**config.mk**
```make
export PLATFORM = sky130hd
export DESIGN_NAME = svpwm_modulator_flat
export DESIGN_NICKNAME = d
export VERILOG_FILES = /design/src/rtl/svpwm_pkg.sv /design/src/rtl/svpwm_if.sv /design/src/rtl/svpwm_minmax3.sv /design/src/rtl/svpwm_modulator.sv /design/src/flat_wrapper.sv
export SDC_FILE = /design/constraint.sdc
export NUM_CORES = 1
export LEC_CHECK = 0
export BUFFER_PORTS_ARGS = -buffer_cell sky130_fd_sc_hd__clkbuf_2
export CORE_MARGIN = 2
export CORE_UTILIZATION = 26
export DETAILED_ROUTE_END_ITERATION = 7
export GPL_TIMING_DRIVEN = 0
export SYNTH_ARGS = -nofsm -noshare
export SYNTH_HDL_FRONTEND = slang
export SYNTH_SLANG_ARGS = --single-unit
```
**constraint.sdc**
```tcl
create_clock -name clk -period 19.9 [get_ports clk]
set_input_delay 3.98 -clock clk [delete_from_list [all_inputs] [get_ports clk]]
set_output_delay 3.98 -clock clk [all_outputs]
set_load 0.01 [all_outputs]
```
**src/rtl/svpwm_pkg.sv**
```systemverilog
// Shared types and elaboration-time constants for the space-vector modulator.
package svpwm_pkg;

    typedef enum logic [1:0] {
        MODE_SPWM     = 2'd0,
        MODE_SVPWM    = 2'd1,
        MODE_DPWM_MIN = 2'd2
    } mode_e;

    // round(sqrt(3)/2 * 2^coef_frac) = round(sqrt(3 * 2^(2*coef_frac-2))), integer-only
    function automatic int unsigned sqrt3_by_2(input int unsigned coef_frac);
        logic [63:0] target;
        logic [63:0] r;
        logic [63:0] cand;
        target = 64'd3 << (2 * coef_frac - 2);
        r      = '0;
        for (int b = 31; b >= 0; b--) begin
            cand = r | (64'd1 << b);
            if (cand * cand <= target) r = cand;
        end
        // (r + 0.5)^2 = r^2 + r + 0.25, so round up when target exceeds r^2 + r
        if (r * r + r < target) r = r + 64'd1;
        return r[31:0];
    endfunction

    function automatic int sat_max(input int unsigned data_width);
        return (32'sd1 <<< (data_width - 1)) - 1;
    endfunction

    function automatic int sat_min(input int unsigned data_width);
        return -(32'sd1 <<< (data_width - 1));
    endfunction

endpackage

```
**src/rtl/svpwm_if.sv**
```systemverilog
// AXI-Stream style input/output bundle of the modulator.
interface svpwm_if #(
    parameter int unsigned DATA_WIDTH = 16,
    parameter int unsigned PWM_WIDTH  = 16
);
    logic [2*DATA_WIDTH-1:0] s_axis_tdata;
    logic [1:0]              s_axis_tuser;
    logic                    s_axis_tvalid;
    logic                    s_axis_tready;
    logic [3*PWM_WIDTH-1:0]  m_axis_tdata;
    logic                    m_axis_tuser;
    logic                    m_axis_tvalid;
    logic                    m_axis_tready;

    // Environment side: drives the input stream and the output ready
    modport master (
        output s_axis_tdata, s_axis_tuser, s_axis_tvalid, m_axis_tready,
        input  s_axis_tready, m_axis_tdata, m_axis_tuser, m_axis_tvalid
    );

    // Modulator side
    modport slave (
        input  s_axis_tdata, s_axis_tuser, s_axis_tvalid, m_axis_tready,
        output s_axis_tready, m_axis_tdata, m_axis_tuser, m_axis_tvalid
    );
endinterface

```
**src/rtl/svpwm_minmax3.sv**
```systemverilog
// Registered maximum and minimum of three signed values.
module svpwm_minmax3 #(
    parameter int unsigned WIDTH = 18
) (
    input  logic                    clk,
    input  logic                    en,
    input  logic signed [WIDTH-1:0] a,
    input  logic signed [WIDTH-1:0] b,
    input  logic signed [WIDTH-1:0] c,
    output logic signed [WIDTH-1:0] vmax,
    output logic signed [WIDTH-1:0] vmin
);
    logic signed [WIDTH-1:0] max_d, min_d;

    // Combinational three-way compare
    always_comb begin
        max_d = a;
        min_d = a;
        if (b > max_d) max_d = b;
        if (c > max_d) max_d = c;
        if (b < min_d) min_d = b;
        if (c < min_d) min_d = c;
    end

    // Result register, held while the pipeline is stalled
    always_ff @(posedge clk) begin
        if (en) begin
            vmax <= max_d;
            vmin <= min_d;
        end
    end
endmodule

```
**src/rtl/svpwm_modulator.sv**
```systemverilog
// Five-stage space-vector modulator: (alpha, beta) -> three unsigned phase duties.
module svpwm_modulator
    import svpwm_pkg::*;
#(
    parameter int unsigned DATA_WIDTH = 16,
    parameter int unsigned PWM_WIDTH  = 16,
    parameter int unsigned COEF_FRAC  = 15
) (
    input  logic   clk,
    input  logic   rstn,
    svpwm_if.slave bus
);
    localparam int unsigned DW = DATA_WIDTH;
    localparam int unsigned IW = DW + 2;          // phase voltages
    localparam int unsigned SW = DW + 3;          // phase + common-mode sums
    localparam int unsigned KW = COEF_FRAC + 2;   // K is positive, one sign bit
    localparam int unsigned PW = DW + KW;
    localparam logic signed [KW-1:0] K    = KW'(sqrt3_by_2(COEF_FRAC));
    localparam logic signed [SW-1:0] SMAX = SW'(sat_max(DW));
    localparam logic signed [SW-1:0] SMIN = SW'(sat_min(DW));

    logic                   ce;
    logic [3:0]             vld_q;
    logic                   m_tvalid_q;
    logic [3*PWM_WIDTH-1:0] m_tdata_q;
    logic                   m_tuser_q;

    logic signed [DW-1:0]   alpha_in, beta_in, alpha_q1;
    logic signed [PW-1:0]   prod_d, prod_q1;
    logic [1:0]             mode_q1, mode_q2, mode_q3;
    logic signed [IW-1:0]   bk, ah;
    logic signed [IW-1:0]   v_d2 [3];
    logic signed [IW-1:0]   v_q2 [3];
    logic signed [IW-1:0]   v_q3 [3];
    logic signed [IW-1:0]   vmax_q3, vmin_q3;
    logic signed [SW-1:0]   mm_sum, vcom;
    logic signed [SW-1:0]   s_d4 [3];
    logic signed [SW-1:0]   s_q4 [3];
    logic [DW-1:0]          biased [3];
    logic [2:0]             clip;
    logic [3*PWM_WIDTH-1:0] duty_d;

    assign ce                = !m_tvalid_q || bus.m_axis_tready;
    assign bus.s_axis_tready = ce && rstn;
    assign bus.m_axis_tvalid = m_tvalid_q;
    assign bus.m_axis_tdata  = m_tdata_q;
    assign bus.m_axis_tuser  = m_tuser_q;

    assign alpha_in = bus.s_axis_tdata[2*DW-1:DW];
    assign beta_in  = bus.s_axis_tdata[DW-1:0];
    assign prod_d   = PW'(beta_in) * PW'(K);

    // Stage 2: inverse Clarke from the registered product
    always_comb begin
        bk      = IW'(prod_q1 >>> COEF_FRAC);
        ah      = IW'(alpha_q1) >>> 1;
        v_d2[0] = IW'(alpha_q1);
        v_d2[1] = bk - ah;
        v_d2[2] = -ah - bk;
    end

    // Stage 3: max/min of the three phase voltages
    svpwm_minmax3 #(
        .WIDTH (IW)
    ) u_minmax (
        .clk  (clk),
        .en   (ce),
        .a    (v_q2[0]),
        .b    (v_q2[1]),
        .c    (v_q2[2]),
        .vmax (vmax_q3),
        .vmin (vmin_q3)
    );

    // Stage 4: common-mode offset selected by the beat's own mode; code 3 behaves as SVPWM
    always_comb begin
        mm_sum = SW'(vmax_q3) + SW'(vmin_q3);
        vcom   = '0;
        case (mode_q3)
            MODE_SPWM:     vcom = '0;
            MODE_DPWM_MIN: vcom = SMIN - SW'(vmin_q3);
            default:       vcom = -(mm_sum >>> 1);
        endcase
        for (int i = 0; i < 3; i++) s_d4[i] = SW'(v_q3[i]) + vcom;
    end

    // Stage 5: clamp, bias to unsigned (flip of the sign bit) and keep the top PWM bits
    always_comb begin
        clip   = '0;
        duty_d = '0;
        for (int i = 0; i < 3; i++) begin
            if (s_q4[i] > SMAX) begin
                clip[i]   = 1'b1;
                biased[i] = '1;
            end else if (s_q4[i] < SMIN) begin
                clip[i]   = 1'b1;
                biased[i] = '0;
            end else begin
                biased[i] = {~s_q4[i][DW-1], s_q4[i][DW-2:0]};
            end
            duty_d[(2-i)*PWM_WIDTH +: PWM_WIDTH] = biased[i][DW-1 -: PWM_WIDTH];
        end
    end

    // Valid bits of stages 1..4; cleared by reset so in-flight samples vanish
    always_ff @(posedge clk) begin
        if (!rstn) begin
            vld_q <= '0;
        end else if (ce) begin
            vld_q <= {vld_q[2:0], bus.s_axis_tvalid};
        end
    end

    // Datapath registers of stages 1..4 advance together under the global enable
    always_ff @(posedge clk) begin
        if (ce) begin
            alpha_q1 <= alpha_in;
            prod_q1  <= prod_d;
            mode_q1  <= bus.s_axis_tuser;
            v_q2     <= v_d2;
            mode_q2  <= mode_q1;
            v_q3     <= v_q2;
            mode_q3  <= mode_q2;
            s_q4     <= s_d4;
        end
    end

    // Output register; data only changes when a real sample lands
    always_ff @(posedge clk) begin
        if (!rstn) begin
            m_tvalid_q <= 1'b0;
            m_tdata_q  <= '0;
            m_tuser_q  <= 1'b0;
        end else if (ce) begin
            m_tvalid_q <= vld_q[3];
            if (vld_q[3]) begin
                m_tdata_q <= duty_d;
                m_tuser_q <= |clip;
            end
        end
    end
endmodule

```
**src/flat_wrapper.sv**
```systemverilog
// flat-port wrapper written by rule: the top's interface ports become plain ports
module svpwm_modulator_flat import svpwm_pkg::*;
#(
    parameter int unsigned DATA_WIDTH = 16,
    parameter int unsigned PWM_WIDTH  = 16,
    parameter int unsigned COEF_FRAC  = 15
)
  (clk, rstn, bus_s_axis_tdata, bus_s_axis_tuser, bus_s_axis_tvalid, bus_m_axis_tready, bus_s_axis_tready, bus_m_axis_tdata, bus_m_axis_tuser, bus_m_axis_tvalid);
  svpwm_if #(.DATA_WIDTH(DATA_WIDTH), .PWM_WIDTH(PWM_WIDTH)) bus_i ();
  input  logic clk;
  input  logic rstn;
  input wire logic [$bits(bus_i.s_axis_tdata)-1:0] bus_s_axis_tdata;
  input wire logic [$bits(bus_i.s_axis_tuser)-1:0] bus_s_axis_tuser;
  input wire logic [$bits(bus_i.s_axis_tvalid)-1:0] bus_s_axis_tvalid;
  input wire logic [$bits(bus_i.m_axis_tready)-1:0] bus_m_axis_tready;
  output wire logic [$bits(bus_i.s_axis_tready)-1:0] bus_s_axis_tready;
  output wire logic [$bits(bus_i.m_axis_tdata)-1:0] bus_m_axis_tdata;
  output wire logic [$bits(bus_i.m_axis_tuser)-1:0] bus_m_axis_tuser;
  output wire logic [$bits(bus_i.m_axis_tvalid)-1:0] bus_m_axis_tvalid;
  assign bus_i.s_axis_tdata = bus_s_axis_tdata;
  assign bus_i.s_axis_tuser = bus_s_axis_tuser;
  assign bus_i.s_axis_tvalid = bus_s_axis_tvalid;
  assign bus_i.m_axis_tready = bus_m_axis_tready;
  assign bus_s_axis_tready = bus_i.s_axis_tready;
  assign bus_m_axis_tdata = bus_i.m_axis_tdata;
  assign bus_m_axis_tuser = bus_i.m_axis_tuser;
  assign bus_m_axis_tvalid = bus_i.m_axis_tvalid;
  svpwm_modulator #(.DATA_WIDTH(DATA_WIDTH), .PWM_WIDTH(PWM_WIDTH), .COEF_FRAC(COEF_FRAC)) u_core (.clk(clk), .rstn(rstn), .bus(bus_i));
endmodule
```
==> impl_metrics.yaml, run 1 <==
placement:
  gp_congestion: 0.880
  place_area_sq_um: 24300
  numPortBuffers: 87
  post-place-ws_ps: 9870
  dp_hpwl_microns: 41400
synthesis:
  synth_area_leader_cell: "edfxtp_1"
  ys_warn_count: 0
  syn_nets: 2523
  synth_ff_type: "edfxtp_1"
  synth-edff-count: 233
  yosys-top-cells-area: "edfxtp_1 (31%), ha_1 (16%), fa_1 (11%)"
  synth_top_area_share: 0.313
  syn_inst: 2085
  yosys.cell_types.count: 88
  synth_area_sq_um: 22400
  ys_ff_latch: 287
  synth-seq-area-share: 0.361
  synthArstFlopShare: 0
  synth_area_per_cell_sq_um: 10.7
clock_network:
  worstSkewPairLatency_ps: 580
  cts_inserted_buffers: 31
  post_cts_buffers: 0
  cts_tree: "built"
  htreeDepth: 1
  clockRootBuffer: "clkbuf_16"
  clk_pin_slew_ps: 50
  cts_buffer_depth: 3
  cts_hold_repair.buffers: 0
  cts_resized: 0
  clock_sinks: 287
setup_path:
  endpoint_kind: "output port"
  startpoint_type: "primary input"
  crit_slowest_cell: "clkinv_4"
  cp.arrival_ps: 6030
  crit_type: "primary input to output port"
  cp_max_fo: 79
  max_stage_delay_ps: 630
  path_common_cell: "clkbuf_2"
  path_cells: "clkbuf_2, nor2b_1, clkinv_4, buf_16, and2_1, clkbuf_2"
  reg2reg_depth: 22
  required_ps: 15920
cells_and_area:
  antenna_cells: 0
  area_delta_synth_final_pct: 13.0
  drive_gt1_frac: 0.0829
  design_area_sq_um: 25300
  utilization: 0.297
  fillers: 8899
  nets: 2645
grt:
  grt_pass1_vias: 15200
  grt_overflow: 0
  grt_max_degree: 88
  grt_use_total: 0.113
  antenna_found_initial: 5
  grt_pass1_wl_microns: 81000
floorplanning:
  num_rows: 107
  die_h_microns: 297
  die_w_microns: 297
  core_sq_um: 85100
  initial_utilization: 0.263
  io_pins: 89
  die_area_sq_um: 88400
sta:
  fin_crit_ps: 10010
  slew_headroom: 0.254
  hold_viol: 0
  setup_violations: 0
  tightest_slew_ps: 1110
  finClkSkew_ps: 13.3
  rsz0062_at_grt: "no"
  period_share: 0.503
  max_freq_ghz: 0.0999
  slew_viol_final: 0
  worst_slack_ps: 9890
  fin_tns_setup_ps: 0
route:
  dr.pass1.iters: 5
  finalWirelength_microns: 50100
  initialDrtViolationCount: 907
  drt-vias-per-instance: 4.48
  routedWlPerCell_microns: 14.8
  vias: 15100
  drc: 0
  ant_nets: 0
hold_path:
  hold_path_class: "flop to flop"
  min_path_cells: 0
run:
  maxCapViolCount: 0
outcome:
  outcome: "completed"
-- critical path, delay by kind of cell --
family                 cells  cell delay [ps]
buffers and inverters      4             1280
AND/OR/NAND/NOR            2              660
-- registers in the layout, indices dropped and copies added, names as in the netlist --
| register | cells |
|---|---|
| u_core.alpha_q1 | 16 |
| u_core.bus.m_axis_tdata | 48 |
| u_core.bus.m_axis_tuser | 1 |
| u_core.bus.m_axis_tvalid | 1 |
| u_core.mode_q1 | 2 |
| u_core.mode_q2 | 2 |
| u_core.mode_q3 | 2 |
| u_core.prod_q1 | 17 |
| u_core.s_q4 | 56 |
| u_core.u_minmax.vmax | 18 |
| u_core.u_minmax.vmin | 18 |
| u_core.v_q2 | 51 |
| u_core.v_q3 | 51 |
| u_core.vld_q | 4 |
-- cell usage in the layout, fill, tap and decap left out, drive strengths merged, types with 13 or more instances in the layout --
cell / Yosys / layout
dfxtp: 54 / 54
or3: 17 / 17
mux2i: 72 / 72
a21o: 46 / 46
nor2: 88 / 88
ha: 280 / 280
clkinv: 1 / 15
o21a: 14 / 14
a21oi: 86 / 86
buf: 13 / 15
o211ai: 39 / 39
edfxtp: 233 / 233
clkbuf: 30 / 157
nor3: 44 / 44
nor2b: 21 / 21
fa: 120 / 120
xor2: 33 / 33
xnor2: 99 / 99
nand4: 16 / 16
nand2: 132 / 132
inv: 284 / 286
nand3: 34 / 34
or2: 13 / 13
o21ai: 66 / 66
a21boi: 54 / 54
-- cell families after synthesis --
family	count (synthesis)	synth area share
multiplexers	72	0.0322
AO/OA/AOI/OAI	433	0.136
flip-flops	287	0.361
XOR/XNOR	135	0.0552
adder cells (fa/ha/maj)	401	0.265
AND/OR/NAND/NOR	429	0.0947
buffers and inverters	328	0.0560
-- stage by stage --
step | instances | hold WS [ps]
after global placement | 3316 | 401
after floorplan | 2085 | 400
after detailed placement | 3318 | 405
final | 3376 | 419
after global routing | 3376 | 426
after CTS | 3376 | 419
-- Yosys cell counts (all sizes together) (5+ instances only) --
library cell	count
a211oi	11
ha	280
a2111oi	6
or3	17
nor3	44
a31o	6
a31oi	11
nand2b	12
o21a	14
a21oi	86
o21ai	66
o311ai	5
or2	13
nor4	9
o211ai	39
nand3	34
nand4	16
buf	13
edfxtp	233
a311oi	6
dfxtp	54
o31ai	9
a211o	9
nor3b	6
xor2	33
clkbuf	30
o21bai	10
a21boi	54
nor2	88
and3	12
and2	8
a22o	12
a21o	46
fa	120
nor2b	21
o31a	5
nand2	132
xnor2	99
mux2i	72
inv	284
-- metal layers --
layer / GRT usage / up-vias / share of wire
met5: 0 / - / 0.0015
met4: 0.0263 / 10 / 0.026
met3: 0.0181 / 83 / 0.038
met2: 0.187 / 263 / 0.45
met1: 0.153 / 7097 / 0.48
li1: - / 7674 / -
-- worst paths after layout --
check	start	endpoint	slack (ps)
worst max-delay path	bus_m_axis_tready	bus_s_axis_tready	9890
worst min-delay path	u_core.mode_q1[1]	u_core.mode_q2[1]	420
worst max register to register	u_core.v_q2[51]	u_core.u_minmax.vmin[10]	12760
worst min register to register	u_core.mode_q1[1]	u_core.mode_q2[1]	420
-- cell type report --
type	instances	area, sq um	area share
Buffer	43	181	0.00718
Clock buffer	40	861	0.0341
Clock inverter	18	106	0.00421
Inverter	285	1070	0.0426
Multi-Input combinational cell	1470	13000	0.516
Sequential cell	287	8080	0.320
Tap cell	1144	1430	0.0567
Timing Repair Buffer	89	490	0.0194
Power of run 1 is left out: the tool's default activity adds up to more than one toggle a clock period on the data nets, which glitch-free logic cannot reach.
==> run 2, diff against run 1 <==
clock period = 8.4 ns   (was 19.9 ns; I/O delays follow)
==> run 2 against run 1 <==
Die area is the same. Non-clock buffer count shrank 1. Cell area grew 0.17%. Sequential share of layout area shrank 0.054 points. Worst setup slack lost 8900 ps. First-iteration DRC count shrank 1.4%. Critical path depth grew 16. Wire length shrank 0.67%. Via count grew 0.19%. Final cell count is essentially flat. Clock skew grew 2.1 ps. Clock-buffer cell count grew 4.
==> impl_metrics.yaml, run 2 (same netlist as run 1, synthesis figures left out) <==
placement:
  place_area_sq_um: 24300
  numPortBuffers: 87
  dp_hpwl_microns: 41000
  place_inst: 3317
  gp_congestion: 0.869
sta:
  period_share: 0.877
  hold_viol: 0
  tightest_slew_ps: 1370
  setup_violations: 0
  fin_crit_ps: 7360
  finClkSkew_ps: 15.4
  max_freq_ghz: 0.136
  fin_hold_ws_ps: 417
  slew_headroom: 0.0618
  slew_viol_final: 0
  fin_tns_setup_ps: 0
  rsz0062_at_grt: "no"
cells_and_area:
  multi_input_area_sq_um: 13000
  largest_register: "u_core.s_q4"
  area.sequential_sq_um: 8080
  final_cell_mix: "inv_1 (284), ha_1 (280), edfxtp_1 (233)"
  area_delta_synth_final_pct: 13.2
  antenna_cells: 0
  fin_cells: 3375
  largest_reg_flops: 56
  final_common_cell: "inv_1"
  drive_gt1_frac: 0.0793
  design_area_sq_um: 25300
  nets: 2647
  fillers: 8848
  largestRegisters: "u_core.s_q4 x56, u_core.v_q2 x51, u_core.v_q3 x51"
route:
  routedWlPerCell_microns: 14.7
  drc: 0
  drt-vias-per-instance: 4.49
  dr.pass1.iters: 5
  initialDrtViolationCount: 894
  vias: 15200
  ant_nets: 0
  finalWirelength_microns: 49800
outcome:
  outcome: "completed"
floorplanning:
  num_rows: 107
  io_pins: 89
  die_h_microns: 297
  initial_utilization: 0.263
  die_area_sq_um: 88400
  core_sq_um: 85100
  die_w_microns: 297
setup_path:
  path_cells: "inv_1, ha_1, buf_2, nand4_1, nor4b_1, o21ai_0, nand2_1, nor2_1, o21ai_1, xor2_2, buf_2, mux2i_1, ha_1, nand4_1, nor2_1, nand3_1, nor4_1, o22ai_1, nor3_1, mux2i_1, buf_2, mux2i_1"
  endpoint_kind: "flop"
  crit_type: "flop to flop"
  crit_slowest_cell: "mux2i_1"
  cp.arrival_ps: 7710
  cp_max_fo: 10
  startpoint_type: "flop"
  required_ps: 8750
  cp.buffers_inverters: 4
  max_stage_delay_ps: 1150
  critPathTopFamily: "simple AND/OR/NAND/NOR gates"
grt:
  grt_pass1_wl_microns: 79400
  grt_overflow: 0
  grt_use_total: 0.111
  antenna_found_initial: 5
  grt_pass1_vias: 14900
  grt_max_degree: 169
clock_network:
  cts_tree: "built"
  cts_inserted_buffers: 34
  cts_hold_repair.buffers: 0
  worstSkewPairLatency_ps: 520
  post_cts_buffers: 0
  clk_pin_slew_ps: 60
  htreeDepth: 2
  cts_resized: 0
  clock_sinks: 287
  cts_buffer_depth: 3
  clockRootBuffer: "clkbuf_16"
run:
  maxCapViolCount: 0
hold_path:
  hold_path_class: "flop to flop"
-- run 2: final cells by class --
| cell class | count | share of cell area |
|---|---|---|
| clock inverters | 14 | 0.00406 |
| flip-flops and latches | 287 | 0.319 |
| repair buffers | 88 | 0.0183 |
| clock buffers | 44 | 0.0368 |
| well taps | 1144 | 0.0566 |
| inverters | 285 | 0.0428 |
| multi-input cells | 1470 | 0.515 |
| plain buffers | 43 | 0.00717 |
-- run 2: stage by stage --
stage,setup slack (ps),util
2_1_floorplan,1500,-
3_3_place_gp,48.3,0.285
3_5_place_dp,678,0.285
4_1_cts,965,0.297
5_1_grt,560,0.297
6_report,1040,0.297
-- run 2: final timing paths --
| kind | startpoint | endpoint | slack (ps) | depth (start not counted) |
|---|---|---|---|---|
| setup / recovery | u_core.v_q2[51] | u_core.u_minmax.vmin[7] | 1040 | 22 |
| hold / removal | u_core.alpha_q1[0] | u_core.v_q2[36] | 420 | 0 |
| setup reg to reg | u_core.v_q2[51] | u_core.u_minmax.vmin[7] | 1040 | 22 |
| hold reg to reg | u_core.alpha_q1[0] | u_core.v_q2[36] | 420 | 0 |
-- run 2: worst register-to-register path: cells and delay by family, from the launching register on --
family	cells	cell delay, ps
buffers and inverters	4	1230
XOR/XNOR	1	590
flip-flops	1	480
multiplexers	3	1750
AO/OA/AOI/OAI	3	680
AND/OR/NAND/NOR	9	2010
adder cells (fa/ha/maj)	2	480
-- run 2: per-layer routing --
metal,part of all wire,GRT usage
met4,0.025,0.0310
met1,0.49,0.150
met3,0.039,0.0181
met2,0.45,0.183
met5,0.0015,0
Power of run 2 is left out for the same reason.
